`src/rtl/adder_arbiter_pkg.sv`:
```
// Shared definitions for the round-robin adder arbiter: FSM encoding and
// requester-index width helper.
package adder_arbiter_pkg;

  typedef enum logic [1:0] {
    IDLE = 2'd0,
    CALC = 2'd1,
    DONE = 2'd2
  } state_t;

  function automatic int calc_idw(input int m);
    return (m <= 2) ? 1 : $clog2(m);
  endfunction

endpackage

```
`src/rtl/adder.sv`:
```
// Registered N-bit adder with a full-width (N+1) carry-out sum.
module adder #(
  parameter int N = 8
) (
  input  logic         clk,
  input  logic         rst,
  input  logic [N-1:0] a,
  input  logic [N-1:0] b,
  output logic [N:0]   sum
);

  always_ff @(posedge clk) begin
    if (rst) sum <= '0;
    else     sum <= {1'b0, a} + {1'b0, b};
  end

endmodule

```
`src/rtl/adder_arbiter.sv`:
```
// Round-robin arbiter sharing one registered adder between M requesters,
// with a valid/ready result port tagged by requester index.
module adder_arbiter
  import adder_arbiter_pkg::*;
#(
  parameter int N   = 8,
  parameter int M   = 4,
  parameter int IDW = calc_idw(M)
) (
  input  logic           clk,
  input  logic           rst,
  input  logic [M-1:0]   req_valid,
  input  logic [M*N-1:0] req_a,
  input  logic [M*N-1:0] req_b,
  output logic [M-1:0]   req_ready,
  output logic           out_valid,
  input  logic           out_ready,
  output logic [N:0]     out_sum,
  output logic [IDW-1:0] out_id
);

  state_t         state;
  logic [IDW-1:0] ptr;
  logic [IDW-1:0] grant_id;
  logic [N-1:0]   op_a, op_b;
  logic [N:0]     sum;
  logic           any_valid, grant_en, accept;

  // First valid index at or after p, wrapping modulo M (M need not be 2^k).
  function automatic logic [IDW-1:0] rr_pick(input logic [M-1:0] v,
                                             input logic [IDW-1:0] p);
    int idx;
    rr_pick = '0;
    for (int k = M - 1; k >= 0; k--) begin
      idx = int'(p) + k;
      if (idx >= M) idx = idx - M;
      if (v[idx]) rr_pick = IDW'(idx);
    end
  endfunction

  always_comb begin
    any_valid = |req_valid;
    grant_en  = !rst && (state == IDLE || (state == DONE && out_ready));
    accept    = grant_en && any_valid;
    grant_id  = rr_pick(req_valid, ptr);
    req_ready = '0;
    if (accept) req_ready[grant_id] = 1'b1;
  end

  always_ff @(posedge clk) begin
    if (rst) begin
      state     <= IDLE;
      ptr       <= '0;
      out_valid <= 1'b0;
      out_id    <= '0;
      op_a      <= '0;
      op_b      <= '0;
    end else begin
      // Operands only move on an accept, so the adder output holds through DONE.
      if (accept) begin
        op_a   <= req_a[int'(grant_id)*N +: N];
        op_b   <= req_b[int'(grant_id)*N +: N];
        out_id <= grant_id;
        ptr    <= (grant_id == IDW'(M - 1)) ? '0 : grant_id + 1'b1;
      end
      case (state)
        IDLE: if (any_valid) state <= CALC;
        CALC: begin
          state     <= DONE;
          out_valid <= 1'b1;
        end
        DONE: if (out_ready) begin
          out_valid <= 1'b0;
          state     <= any_valid ? CALC : IDLE;
        end
        default: state <= IDLE;
      endcase
    end
  end

  adder #(.N(N)) u_adder (
    .clk (clk),
    .rst (rst),
    .a   (op_a),
    .b   (op_b),
    .sum (sum)
  );

  assign out_sum = out_valid ? sum : '0;

endmodule

```
`config.mk`:
```
export PLATFORM = sky130hd
export DESIGN_NAME = adder_arbiter
export DESIGN_NICKNAME = d
export VERILOG_FILES = /design/src/rtl/adder_arbiter_pkg.sv /design/src/rtl/adder.sv /design/src/rtl/adder_arbiter.sv
export SDC_FILE = /design/constraint.sdc
export NUM_CORES = 1
export LEC_CHECK = 0
export ABC_CLOCK_PERIOD_IN_PS = 4460
export BUFFER_PORTS_ARGS = -buffer_cell sky130_fd_sc_hd__clkbuf_2
export CORE_ASPECT_RATIO = 0.6
export CORE_MARGIN = 4
export CORE_UTILIZATION = 30
export CTS_BUF_LIST = sky130_fd_sc_hd__clkbuf_4
export DETAILED_ROUTE_END_ITERATION = 8
export PLACE_DENSITY_LB_ADDON = 0.05
export SYNTH_ARGS = -nofsm -noshare
export SYNTH_HDL_FRONTEND = slang
export SYNTH_SLANG_ARGS = --single-unit
```
`constraint.sdc`:
```
create_clock -name clk -period 4.46 [get_ports clk]
set_input_delay 0.892 -clock clk [delete_from_list [all_inputs] [get_ports clk]]
set_output_delay 0.892 -clock clk [all_outputs]
set_load 0.03 [all_outputs]
```
Word-level counts from Yosys, hierarchy flattened
Index checks and enable logic that the tools add are counted.
- add/subtract/negate cells: 9
- order comparisons: 10
- equality and inequality tests: 5
- shift-type cells: 2
- muxes and demuxes: 31
- reduce and logical (&&, ||, !) cells: 11
- operators by type and width (kind ; number):
    $lt 32x4->1 const B ; 4
    $mux 32 ; 4
    $shiftx 32x6->8 ; 2
    $mux 2 ; 7
    $sub 3x3->4 const B ; 3
    $mux 1 ; 11
    $add 8x8->9 ; 1
    $ge 3x3->1 const B ; 3
    $mux 9 ; 1
    $bmux 1 s2 ; 4
    $add 2x2->3 const B ; 2
    $pmux 2 s3 ; 1
    $eq 2x2->1 const B ; 2
    $logic_and 1x1->1 ; 4
    $mux 4 ; 1
    $ne 2x2->1 const B ; 2
    $reduce_and 2->1 ; 2
    $reduce_or 4->1 ; 1
    $sub 2x3->4 const B ; 1
    $add 2x1->3 const B ; 1
    $ge 2x3->1 const B ; 1
    $lt 2x3->1 const B ; 1
    $add 2x1->2 const B ; 1
    $demux 1 s2 ; 1
    7 further kinds ; 7
- flip-flop bits (word level): 32
- input bits: 71
- output and inout port bits: 16
- word-level logic and storage cells: 75

Longest topological paths before layout
Gate-level depths: netlist of run 1.
- word-level depth: 15
- gate-level depth with buffers: 8
- depth with buffers taken out: 7

Hierarchy
A second synthesis of run 1 with hierarchy kept.
- cells, all modules: 200
- area total of the unflattened synthesis: 2049.5 µm²
- by module, submodules not included (module ; instances ; cells each ; area each (µm²) ; seq. area each (µm²)):
    adder_arbiter ; 1 ; 146 ; 1535.2 ; 460.4
    adder ; 1 ; 54 ; 514.2 ; 180.2

Least setup slack after synthesis of run 1
OpenSTA, ideal clock, no wires.
- kind: in2out
- start: input req_valid[2]
- end: output req_ready[0]
- arrival time: 2.198 ns
- required time: 3.568 ns
- path slack: 1.370 ns
- stages: 7
- path buffers: 2
- cells stage by stage: nor2b_1 > nor2b_1 > nor3_1 > nand2b_4 > buf_8 > buf_12 > nor2_1
- longest elaborated chain between the ends: 12
- elaborated cells between the ends (all ways): 24
- classes of those cells: order compare: 2; mux: 19; reduce/logical: 3
- RTL lines (what ; RTL line ; source):
    from (decl) ; adder_arbiter.sv:12 ; input logic [M-1:0] req_valid,
    $bmux 1 s2 ; adder_arbiter.sv:37 ; if (v[idx]) rr_pick = IDW'(idx);
    $mux 1 (not written as such) (2 in series) ; adder_arbiter.sv:37 ;
    $mux 2 (4 in series) ; adder_arbiter.sv:37 ;
    $lt 2x3->1 (not written as such) or $ge 2x1->1 (tied branches) ; adder_arbiter.sv:47 ; if (accept) req_ready[grant_id] = 1'b1;
    $logic_and 1x1->1 (not written as such) ; adder_arbiter.sv:47 ;
    $mux 1 (not written as such) ; adder_arbiter.sv:47 ;
    $demux 1 s2 ; adder_arbiter.sv:47 ;
    $mux 4 (*) ; adder_arbiter.sv:47 ;
    to (decl) ; adder_arbiter.sv:15 ; output logic [M-1:0] req_ready,
Every way passes the cells marked *; elsewhere a longest branch is shown, timed or not. The select of a mux whose other input is x is not followed.

Worst setup path after layout of run 1
- start: input out_ready
- end: output req_ready[1]
- longest elaborated chain between the ends: 5
- RTL lines (what ; RTL line ; source):
    from (decl) ; adder_arbiter.sv:17 ; input logic out_ready,
    $logic_and 1x1->1 ; adder_arbiter.sv:43 ; grant_en = !rst && (state == IDLE || (state == DONE && out_ready));
    $logic_or 1x1->1 ; adder_arbiter.sv:43 ;
    $logic_and 1x1->1 ; adder_arbiter.sv:43 ;
    $logic_and 1x1->1 ; adder_arbiter.sv:44 ; accept = grant_en && any_valid;
    $mux 4 ; adder_arbiter.sv:47 ;
No other way between the ends.

==> results.json, run 1 <==
{
  "die-area_sq_um": 8460,
  "fmax_mhz": 292,
  "drv_slew": 0,
  "slowest_delay_ps": 690,
  "dp_hpwl_mm": 4.47,
  "fin_tns_setup_ps": 0,
  "cts_root_buffer": "clkbuf_4",
  "hold_ws_ps": 471,
  "gp_congestion": 0.724,
  "synth_cells": 241,
  "worstPathArrival_ps": 2540,
  "power_density_nw_per_um2": 319,
  "overflow": 0,
  "reg2reg_depth": 8,
  "grt_use_total_pct": 14.0,
  "crit_family": "simple AND/OR/NAND/NOR gates",
  "vias_per_cell": 4.69,
  "path_max_fanout": 18,
  "critPathBufInv": 2,
  "numCtsBuffers": 5,
  "drcViolationCount": 0,
  "synth_area_sq_um": 2100,
  "hold_violations": 0,
  "relSlewSlack_pct": 41.6,
  "crit_path_frequent_cell": "clkbuf_2",
  "cts_setup_buffers": 0,
  "cts_tree": "built",
  "min_period_ps": 3430,
  "ys_seq_area_share_pct": 30.5,
  "cp-end-kind": "output pin",
  "synthArstFlopShare_pct": 0,
  "clk-insertion-delay-late_ps": 330,
  "hp-class": "flop to flop",
  "start_util_pct": 31.2,
  "antenna_found_initial": 0,
  "crit_path_top_delay_cell": "nor4_4",
  "synth-edff-count": 0,
  "wl_mm": 5.48,
  "cts_buffer_depth": 2,
  "ys.flop_type": "dfxtp_1",
  "cts_resized": 0,
  "setup_viol": 0,
  "worst_slew_pin_slew_ps": 869,
  "die_y_um": 72.9,
  "vdd_drop_max_v": 0.000173,
  "leakagePower_nw": 1.27,
  "num_rows": 23,
  "numPortBuffers": 86,
  "critPathRequiredTime_ps": 3570,
  "htree_levels": 2,
  "syn_nets": 322,
  "grt_pass1_wl_mm": 9.27,
  "avgRoutedWirePerCell_um": 13.3,
  "grt_pass1_vias": 1984,
  "clk_pin_slew_worst_paths_ps": 100,
  "ctsHoldBuffers": 0,
  "syn_to_final_growth_pct": 26.4,
  "n_fill_cell": 726,
  "status": "finished clean",
  "fin_crit_sh_pct": 76.9,
  "core_area_sq_um": 6730,
  "path_depth": 6,
  "maxCapViolCount": 0,
  "drtIter0Drc": 33,
  "dr.pass1.iters": 5,
  "antenna_left": 0,
  "netlist-cell-type-count": 43,
  "ios": 87,
  "whs_path_depth": 2,
  "fin_skew_ps": 13.6,
  "drive_gt1_share_pct": 35.8,
  "vias": 1934,
  "yosys_warnings": 0,
  "grt_max_degree": 34,
  "startpoint_type": "input pin",
  "rsz0062_at_grt": "no",
  "die_x_um": 116,
  "crit_chain": "clkbuf_2 -> nand2b_1 -> nand4_4 -> nor4_4 -> and2_1 -> clkbuf_2",
  "final_net_count": 404,
  "avgSynthCellArea_sq_um": 8.73,
  "synth_seq_cells": 32,
  "path_class": "input pin to output pin",
  "cts_sinks": 32
}
==> cell usage after synthesis (5+ instances only) <==
master    count  area (sq um)
a21boi_0     11          82.6
dfxtp_1      32           641
a21boi_1      5          37.5
and3_1       16           100
o211ai_2      8           100
nand2_1      24          90.1
o21ai_1      16          80.1
o211ai_1      8          60.1
clkbuf_1      8          30.0
mux2i_1      17           170
a21oi_1      10          50.1
nor2_1       18          67.6
ha_1          9           113
inv_1         5          18.8
and2_1       11          68.8
nor2b_1       7          43.8
==> final timing paths <==
check	slack, ps	from	endpoint
setup / recovery	1030	out_ready	req_ready[1]
hold / removal	470	out_id[1]$_SDFFE_PP0P_	out_id[1]$_SDFFE_PP0P_
setup reg to reg	2290	ptr[1]$_SDFFE_PP0P_	ptr[0]$_SDFFE_PP0P_
hold reg to reg	470	out_id[1]$_SDFFE_PP0P_	out_id[1]$_SDFFE_PP0P_
==> sequential cells by signal, indices dropped and copies added, names as in the netlist <==
register / cells
u_adder.sum: 9
op_a: 8
op_b: 8
out_id: 2
ptr: 2
state: 2
out_valid: 1
==> metrics by stage <==
step / setup slack, ps / power [mW] / cells / utilization (%) / cell area, sq um
after floorplan: 1370 / 0.564 / 241 / - / 2100
after global placement: 1010 / 0.638 / 403 / 38.3 / 2580
after detailed placement: 984 / 0.640 / 403 / 38.3 / 2580
after CTS: 982 / 0.866 / 411 / 39.4 / 2660
after global routing: 811 / 0.920 / 411 / 39.4 / 2660
final: 1030 / 0.849 / 412 / 39.5 / 2660
==> tightest hold or removal path, stage by stage, from the launching register on <==
cell,delay (ps)
dfxtp_1,320
nand2_1,50
a21oi_1,60
==> kinds of logic after synthesis <==
group / after synthesis / synth area share [%]
buffers and inverters: 21 / 5.89
flip-flops: 32 / 30.5
adder cells (fa/ha/maj): 10 / 6.31
AND/OR/NAND/NOR: 86 / 22.4
AO/OA/AOI/OAI: 69 / 24.1
multiplexers: 19 / 9.16
XOR/XNOR: 4 / 1.67
==> metal layers <==
layer	GRT usage [%]	up-vias	part of all wire (%)
li1	-	1018	-
met1	20.5	853	53
met2	20.5	57	39
met3	4.39	6	7.2
met4	1.93	0	0.58
met5	0	-	0
==> layout by cell type (no fill, tap or decap), types with 2 or more instances in the layout <==
| cell type | n |
|---|---|
| nor2b_1 | 7 |
| ha_1 | 9 |
| o21ai_1 | 16 |
| a21oi_1 | 10 |
| buf_4 | 3 |
| and2_1 | 11 |
| inv_4 | 2 |
| o211ai_2 | 8 |
| o31a_1 | 2 |
| dfxtp_1 | 32 |
| inv_1 | 5 |
| nand2_1 | 24 |
| clkbuf_2 | 86 |
| mux2_2 | 2 |
| nor2_1 | 18 |
| clkbuf_4 | 5 |
| a21boi_1 | 5 |
| o211ai_1 | 8 |
| and3_1 | 16 |
| xnor2_1 | 3 |
| o21ai_0 | 2 |
| a21boi_0 | 11 |
| nor3_1 | 3 |
| mux2i_1 | 17 |
==> cell type report <==
cell class | count | area (sq um) | share of cell area [%]
timing repair buffer | 89 | 453 | 17.0
antenna | 1 | 2.50 | 0.0941
tap | 87 | 109 | 4.09
sequential | 32 | 641 | 24.1
clock buffer | 5 | 37.5 | 1.41
multi-input combinational | 188 | 1340 | 50.5
inverter | 7 | 31.3 | 1.18
clock inverter | 3 | 42.5 | 1.60
==> power by group <==
group / internal [mW] / total (mW) / leakage [nW] / switching [mW]
clock: 0.117 / 0.221 / 0.0412 / 0.104
sequential: 0.329 / 0.355 / 0.264 / 0.0266
combinational: 0.124 / 0.273 / 0.963 / 0.149
(Power assumes the default switching activity.)
==> run 2, diff against run 1 <==
ABC_CLOCK_PERIOD_IN_PS = 3400   (was 4460)
clock period = 3.4 ns   (was 4.46 ns; I/O delays follow)
==> run 2 against run 1 <==
Cell count is 0.24% lower. Die area is the same. Non-clock buffer count did not move. Wire length fell by 0.97%. Worst setup slack worse by 630 ps. Combinational power rose by 31%. Utilization decreased by 0.11 points. Register-to-register slack got worse by 1000 ps.
==> results.json, run 2 (synthesis gave the netlist of run 1 again) <==
{
  "maxCapViolCount": 0,
  "p_int_mw": 0.744,
  "die_x_um": 116,
  "avgRoutedWirePerCell_um": 13.2,
  "syn_to_final_growth_pct": 26.1,
  "cts_setup_buffers": 0,
  "htree_levels": 2,
  "fin_crit_sh_pct": 88.3,
  "final_net_count": 404,
  "cts_tree": "built",
  "worstPathArrival_ps": 2320,
  "fmax_mhz": 333,
  "worst_slack_ps": 399,
  "num_antenna_cells": 0,
  "n_fill_cell": 717,
  "cp-end-kind": "output pin",
  "seq_power_share_pct": 42.4,
  "dp_hpwl_mm": 4.51,
  "ctsHoldBuffers": 0,
  "crit_path_top_delay_cell": "nor4_4",
  "final_cell_mix": "86 x clkbuf_2, 32 x dfxtp_1, 24 x nand2_1, 18 x nor2_1, 17 x mux2i_1",
  "grt_max_degree": 33,
  "worst_slew_pin_slew_ps": 853,
  "drcViolationCount": 0,
  "die-area_sq_um": 8460,
  "relSlewSlack_pct": 42.7,
  "cts_sinks": 32,
  "leakagePower_nw": 1.27,
  "p_sw_mw": 0.354,
  "cts_buffer_depth": 2,
  "drtIter0Drc": 36,
  "fin_skew_ps": 8.99,
  "hp-class": "flop to flop",
  "path_max_fanout": 18,
  "slowest_delay_ps": 680,
  "startpoint_type": "input pin",
  "hold_violations": 0,
  "numPortBuffers": 86,
  "top_register": "u_adder.sum",
  "ios": 87,
  "core_area_sq_um": 6730,
  "rsz0062_at_grt": "no",
  "numCtsBuffers": 5,
  "critPathBufInv": 2,
  "gp_congestion": 0.776,
  "antenna_left": 0,
  "drive_gt1_share_pct": 35.2,
  "power.total_mw": 1.10,
  "crit_path_frequent_cell": "clkbuf_2",
  "vias_per_cell": 4.64,
  "cts_resized": 0,
  "vdd_drop_max_v": 0.000194,
  "status": "finished clean",
  "clk-insertion-delay-late_ps": 320,
  "p_clk_share_pct": 25.0,
  "crit_chain": "clkbuf_2 -> nand2b_1 -> nand4_4 -> nor4_4 -> and2_1 -> clkbuf_2",
  "multi_input_area_sq_um": 1340,
  "num_rows": 23,
  "drv_slew": 0,
  "wl_mm": 5.43,
  "swShare_pct": 32.3,
  "crit_family": "simple AND/OR/NAND/NOR gates",
  "clk_pin_slew_worst_paths_ps": 90,
  "p_comb_share_pct": 32.6,
  "grt_use_total_pct": 13.8,
  "final_common_cell": "clkbuf_2",
  "rrSetupSlack_ps": 1290,
  "setup_viol": 0,
  "largest_register_ffs": 9,
  "start_util_pct": 31.2,
  "min_period_ps": 3000,
  "dr.pass1.iters": 4,
  "register_area_sq_um": 641,
  "overflow": 0,
  "grt_pass1_wl_mm": 9.18,
  "critPathRequiredTime_ps": 2720,
  "die_y_um": 72.9,
  "fin_tns_setup_ps": 0,
  "utilization_pct": 39.4,
  "antenna_found_initial": 0,
  "reg.largest.list": "u_adder.sum (9), op_a (8), op_b (8)",
  "path_class": "input pin to output pin",
  "place_ws_ps": 362,
  "vias": 1906,
  "grt_pass1_vias": 1932,
  "cts_root_buffer": "clkbuf_4",
  "power_density_nw_per_um2": 414
}
-- run 2: cell types whose count changed in the layout (fill, tap and decap cells not counted) --
cell        before  now
clkinvlp_4       1    0
clkinv_1         0    2
clkinv_2         1    0
diode_2          1    0
-- run 2: path summary, 6_finish.rpt --
check	depth (start not counted)	to	startpoint
max	6	req_ready[1]	out_ready
min	2	out_id[1]$_SDFFE_PP0P_	out_id[1]$_SDFFE_PP0P_
max reg2reg	7	u_adder.sum[8]$_SDFF_PP0_	op_a[0]$_SDFFE_PP0P_
min reg2reg	2	out_id[1]$_SDFFE_PP0P_	out_id[1]$_SDFFE_PP0P_
-- run 2: worst reg2reg max path: stages, from the launching register on --
cell and delay, ps:
dfxtp_1 340, ha_1 220, fa_1 410, a21o_1 200
a21oi_1 220, nor2_1 100, o31a_1 270, o31a_1 240
-- run 2: final cells by class --
| class | instances | area share (%) |
|---|---|---|
| multi-input cells | 188 | 50.6 |
| flip-flops and latches | 32 | 24.2 |
| repair buffers | 89 | 17.1 |
| well taps | 87 | 4.11 |
| clock buffers | 5 | 1.42 |
| clock inverters | 3 | 1.42 |
| inverters | 7 | 1.18 |
-- run 2: per-stage QoR --
stage                     hold slack (ps)  instances  cell area [sq um]
after floorplan                       450        241               2100
after global placement                459        403               2580
after detailed placement              456        403               2580
after CTS                             470        411               2650
after global routing                  492        411               2650
final                                 468        411               2650
-- run 2: power groups by stage --
stage	clock network, mW	logic [mW]	registers, mW
final	0.275	0.358	0.465
after global routing	0.309	0.409	0.474
after CTS	0.290	0.366	0.467
after detailed placement	0	0.365	0.476
after global placement	0	0.363	0.476
after floorplan	0	0.274	0.466
-- run 2: layer usage --
metal / GRT usage, % / part of all wire [%]
met5: 0 / 0
met1: 20.8 / 55
met2: 19.2 / 38
met4: 3.09 / 0.64
met3: 4.14 / 6.4
==> run 3, diff against run 2 <==
ABC_AREA = 1   (was default)
RECOVER_POWER = 25   (was default)
==> run 3 against run 2 <==
Register-to-register slack got worse by 30 ps. Wire length rose by 27%. Synthesized cell count rose by 79%. Utilization fell by 1.0 points. Cell area rose by 16%. Sequential share of layout area fell by 3.3 points. Sequential power barely moved. Cell count rose by 50%. Via count rose by 43%. Non-clock buffer count rose by 2. Largest cell class unchanged. Maximum frequency fell by 3.7%. Critical path depth rose by 6.
==> results.json, run 3 <==
{
  "power_density_nw_per_um2": 460,
  "cts_buffer_depth": 2,
  "fin_tns_setup_ps": 0,
  "drive_gt1_share_pct": 21.6,
  "synth_area_sq_um": 2510,
  "yosysMostFrequentCell": "inv_1",
  "netlist-cell-type-count": 24,
  "num_antenna_cells": 0,
  "overflow": 0,
  "status": "finished clean",
  "leakagePower_nw": 1.92,
  "syn_to_final_growth_pct": 22.2,
  "synth_area_leaders": "dfxtp_1 25%, nand3_1 19%, inv_1 16%, nand2_1 12%, nor2_1 6.3%",
  "yosysTopAreaCell": "dfxtp_1",
  "path_max_fanout": 34,
  "drtIter0Drc": 122,
  "grt_pass1_wl_mm": 12.1,
  "relSlewSlack_pct": 29.1,
  "worstPathArrival_ps": 2440,
  "die-area_sq_um": 9960,
  "reg2reg_depth": 11,
  "drv_slew": 0,
  "cts_tree": "built",
  "fmax_mhz": 321,
  "rsz0062_at_grt": "no",
  "slowest_delay_ps": 580,
  "clk-insertion-delay-late_ps": 340,
  "wl_mm": 6.89,
  "rrSetupSlack_ps": 1260,
  "die_x_um": 126,
  "htree_levels": 2,
  "min_period_ps": 3120,
  "reg.largest.list": "u_adder.sum (9), op_a (8), op_b (8)",
  "critPathRequiredTime_ps": 2720,
  "cts_sinks": 32,
  "critPathLaunch": "ptr[0]$_SDFFE_PP0P_",
  "path_class": "flop to output pin",
  "final_cell_mix": "109 x inv_1, 93 x nand3_1, 83 x clkbuf_2, 78 x nand2_1, 42 x nor2_1",
  "worst_slew_pin_slew_ps": 1060,
  "crit_path_top_delay_cell": "dfxtp_1",
  "syn_nets": 512,
  "fin_crit_sh_pct": 91.7,
  "vias": 2724,
  "ctsHoldBuffers": 0,
  "avgRoutedWirePerCell_um": 11.1,
  "grt_max_degree": 35,
  "synth-edff-count": 0,
  "final_common_cell": "inv_1",
  "synth_seq_cells": 32,
  "ys_top_cells_by_count": "109 x inv_1, 93 x nand3_1, 78 x nand2_1",
  "crit_chain": "inv_2 -> nand2_1 -> nand3_1 -> nand2_1 -> nand3_2 -> nand2_2 -> nand2_4 -> nand2_4 -> ha_1 -> inv_1 -> nor2_1 -> clkbuf_2",
  "hold_violations": 0,
  "die_y_um": 78.9,
  "startpoint_type": "flop",
  "grt_pass1_vias": 2812,
  "yosys_warnings": 0,
  "dr.pass1.iters": 4,
  "ios": 87,
  "ys.flop_type": "dfxtp_1",
  "grt_use_total_pct": 14.6,
  "drcViolationCount": 0,
  "final_net_count": 590,
  "antenna_found_initial": 0,
  "hp-class": "flop to flop",
  "setup_viol": 0,
  "worst_slack_ps": 283,
  "top_register": "u_adder.sum",
  "num_rows": 25,
  "core_area_sq_um": 8010,
  "vdd_drop_max_v": 0.000214,
  "antenna_left": 0,
  "cts_resized": 0,
  "cp-end-kind": "output pin",
  "synthArstFlopShare_pct": 0,
  "dp_hpwl_mm": 5.62,
  "avgSynthCellArea_sq_um": 5.83,
  "fin_skew_ps": 18.7,
  "start_util_pct": 31.4,
  "numPortBuffers": 86,
  "clk_pin_slew_worst_paths_ps": 110,
  "yosys.area.top_type_share_pct": 25.5,
  "cts_setup_buffers": 0,
  "ys_seq_area_share_pct": 25.5,
  "place_ws_ps": 488,
  "r2r_end": "ptr[1]$_SDFFE_PP0P_",
  "cts_root_buffer": "clkbuf_4",
  "r2r-start": "ptr[0]$_SDFFE_PP0P_",
  "vias_per_cell": 4.41,
  "gp_congestion": 0.821,
  "endpoint": "req_ready[3]",
  "synth_cells": 431,
  "maxCapViolCount": 0,
  "numCtsBuffers": 5,
  "largest_register_ffs": 9
}
run 3: cell count changes after synthesis, moves of 14 or more:
cell     delta
inv_1     +104
nand3_1    +93
nor2_1     +24
and3_1     -16
mux2i_1    -17
o21ai_1    -14
nand2_1    +54
run 3: critical path: cells and delay by family (launching register included):
family / cells / cell delay, ps
fa+ha+maj: 1 / 210
buf+inv: 3 / 380
simple gates: 8 / 920
flops: 1 / 580
run 3: worst min path at each step:
stage          depth (start not counted)                   start                endpoint  slack (ps)
6_report                               2  out_id[1]$_SDFFE_PP0P_  out_id[1]$_SDFFE_PP0P_         520
3_3_place_gp                           2  out_id[1]$_SDFFE_PP0P_  out_id[1]$_SDFFE_PP0P_         500
2_1_floorplan                          2   state[0]$_SDFFE_PP0P_   state[1]$_SDFFE_PP0P_         480
3_5_place_dp                           2  out_id[1]$_SDFFE_PP0P_  out_id[1]$_SDFFE_PP0P_         490
5_1_grt                                2   state[0]$_SDFFE_PP0P_   state[1]$_SDFFE_PP0P_         590
4_1_cts                                2  out_id[1]$_SDFFE_PP0P_  out_id[1]$_SDFFE_PP0P_         520
run 3: layer usage:
layer / part of all wire (%) / global-route usage (%)
met1: 52 / 19.3
met2: 42 / 24.4
met3: 5.8 / 4.23
met4: 0.25 / 2.03
met5: 0 / 0
run 3: power by group:
| group | switching, mW | internal [mW] | total (mW) |
|---|---|---|---|
| Clock | 0.129 | 0.162 | 0.291 |
| Sequential | 0.0366 | 0.428 | 0.465 |
| Combinational | 0.423 | 0.234 | 0.658 |
| Total | 0.589 | 0.825 | 1.41 |
run 3: cells by family (layout without fill, tap and decap cells):
| logic type | after synthesis | count (layout) | synth area share (%) |
|---|---|---|---|
| flops | 32 | 32 | 25.5 |
| buf+inv | 134 | 213 | 22.0 |
| fa+ha+maj | 10 | 10 | 5.28 |
| xor+xnor | 1 | 1 | 0.348 |
| simple gates | 225 | 225 | 40.7 |
| compound gates | 29 | 29 | 6.17 |
run 3: layout make-up:
type,count,area [sq um]
clock buffer,6,45.0
tap,108,135
timing repair buffer,91,460
multi-input combinational,265,1330
clock inverter,2,35.0
inverter,114,428
sequential,32,641
fill,957,4940
run 3: metrics by stage:
step | std cells | power (mW) | instance area (sq um) | utilization, % | hold WS (ps)
after global placement | 610 | 1.14 | 3000 | 37.4 | 495
after global routing | 618 | 1.56 | 3070 | 38.3 | 589
final | 618 | 1.41 | 3070 | 38.3 | 522
after CTS | 618 | 1.45 | 3080 | 38.4 | 523
after detailed placement | 610 | 1.14 | 3000 | 37.4 | 493
after floorplan | 431 | 1.01 | 2510 | - | 478
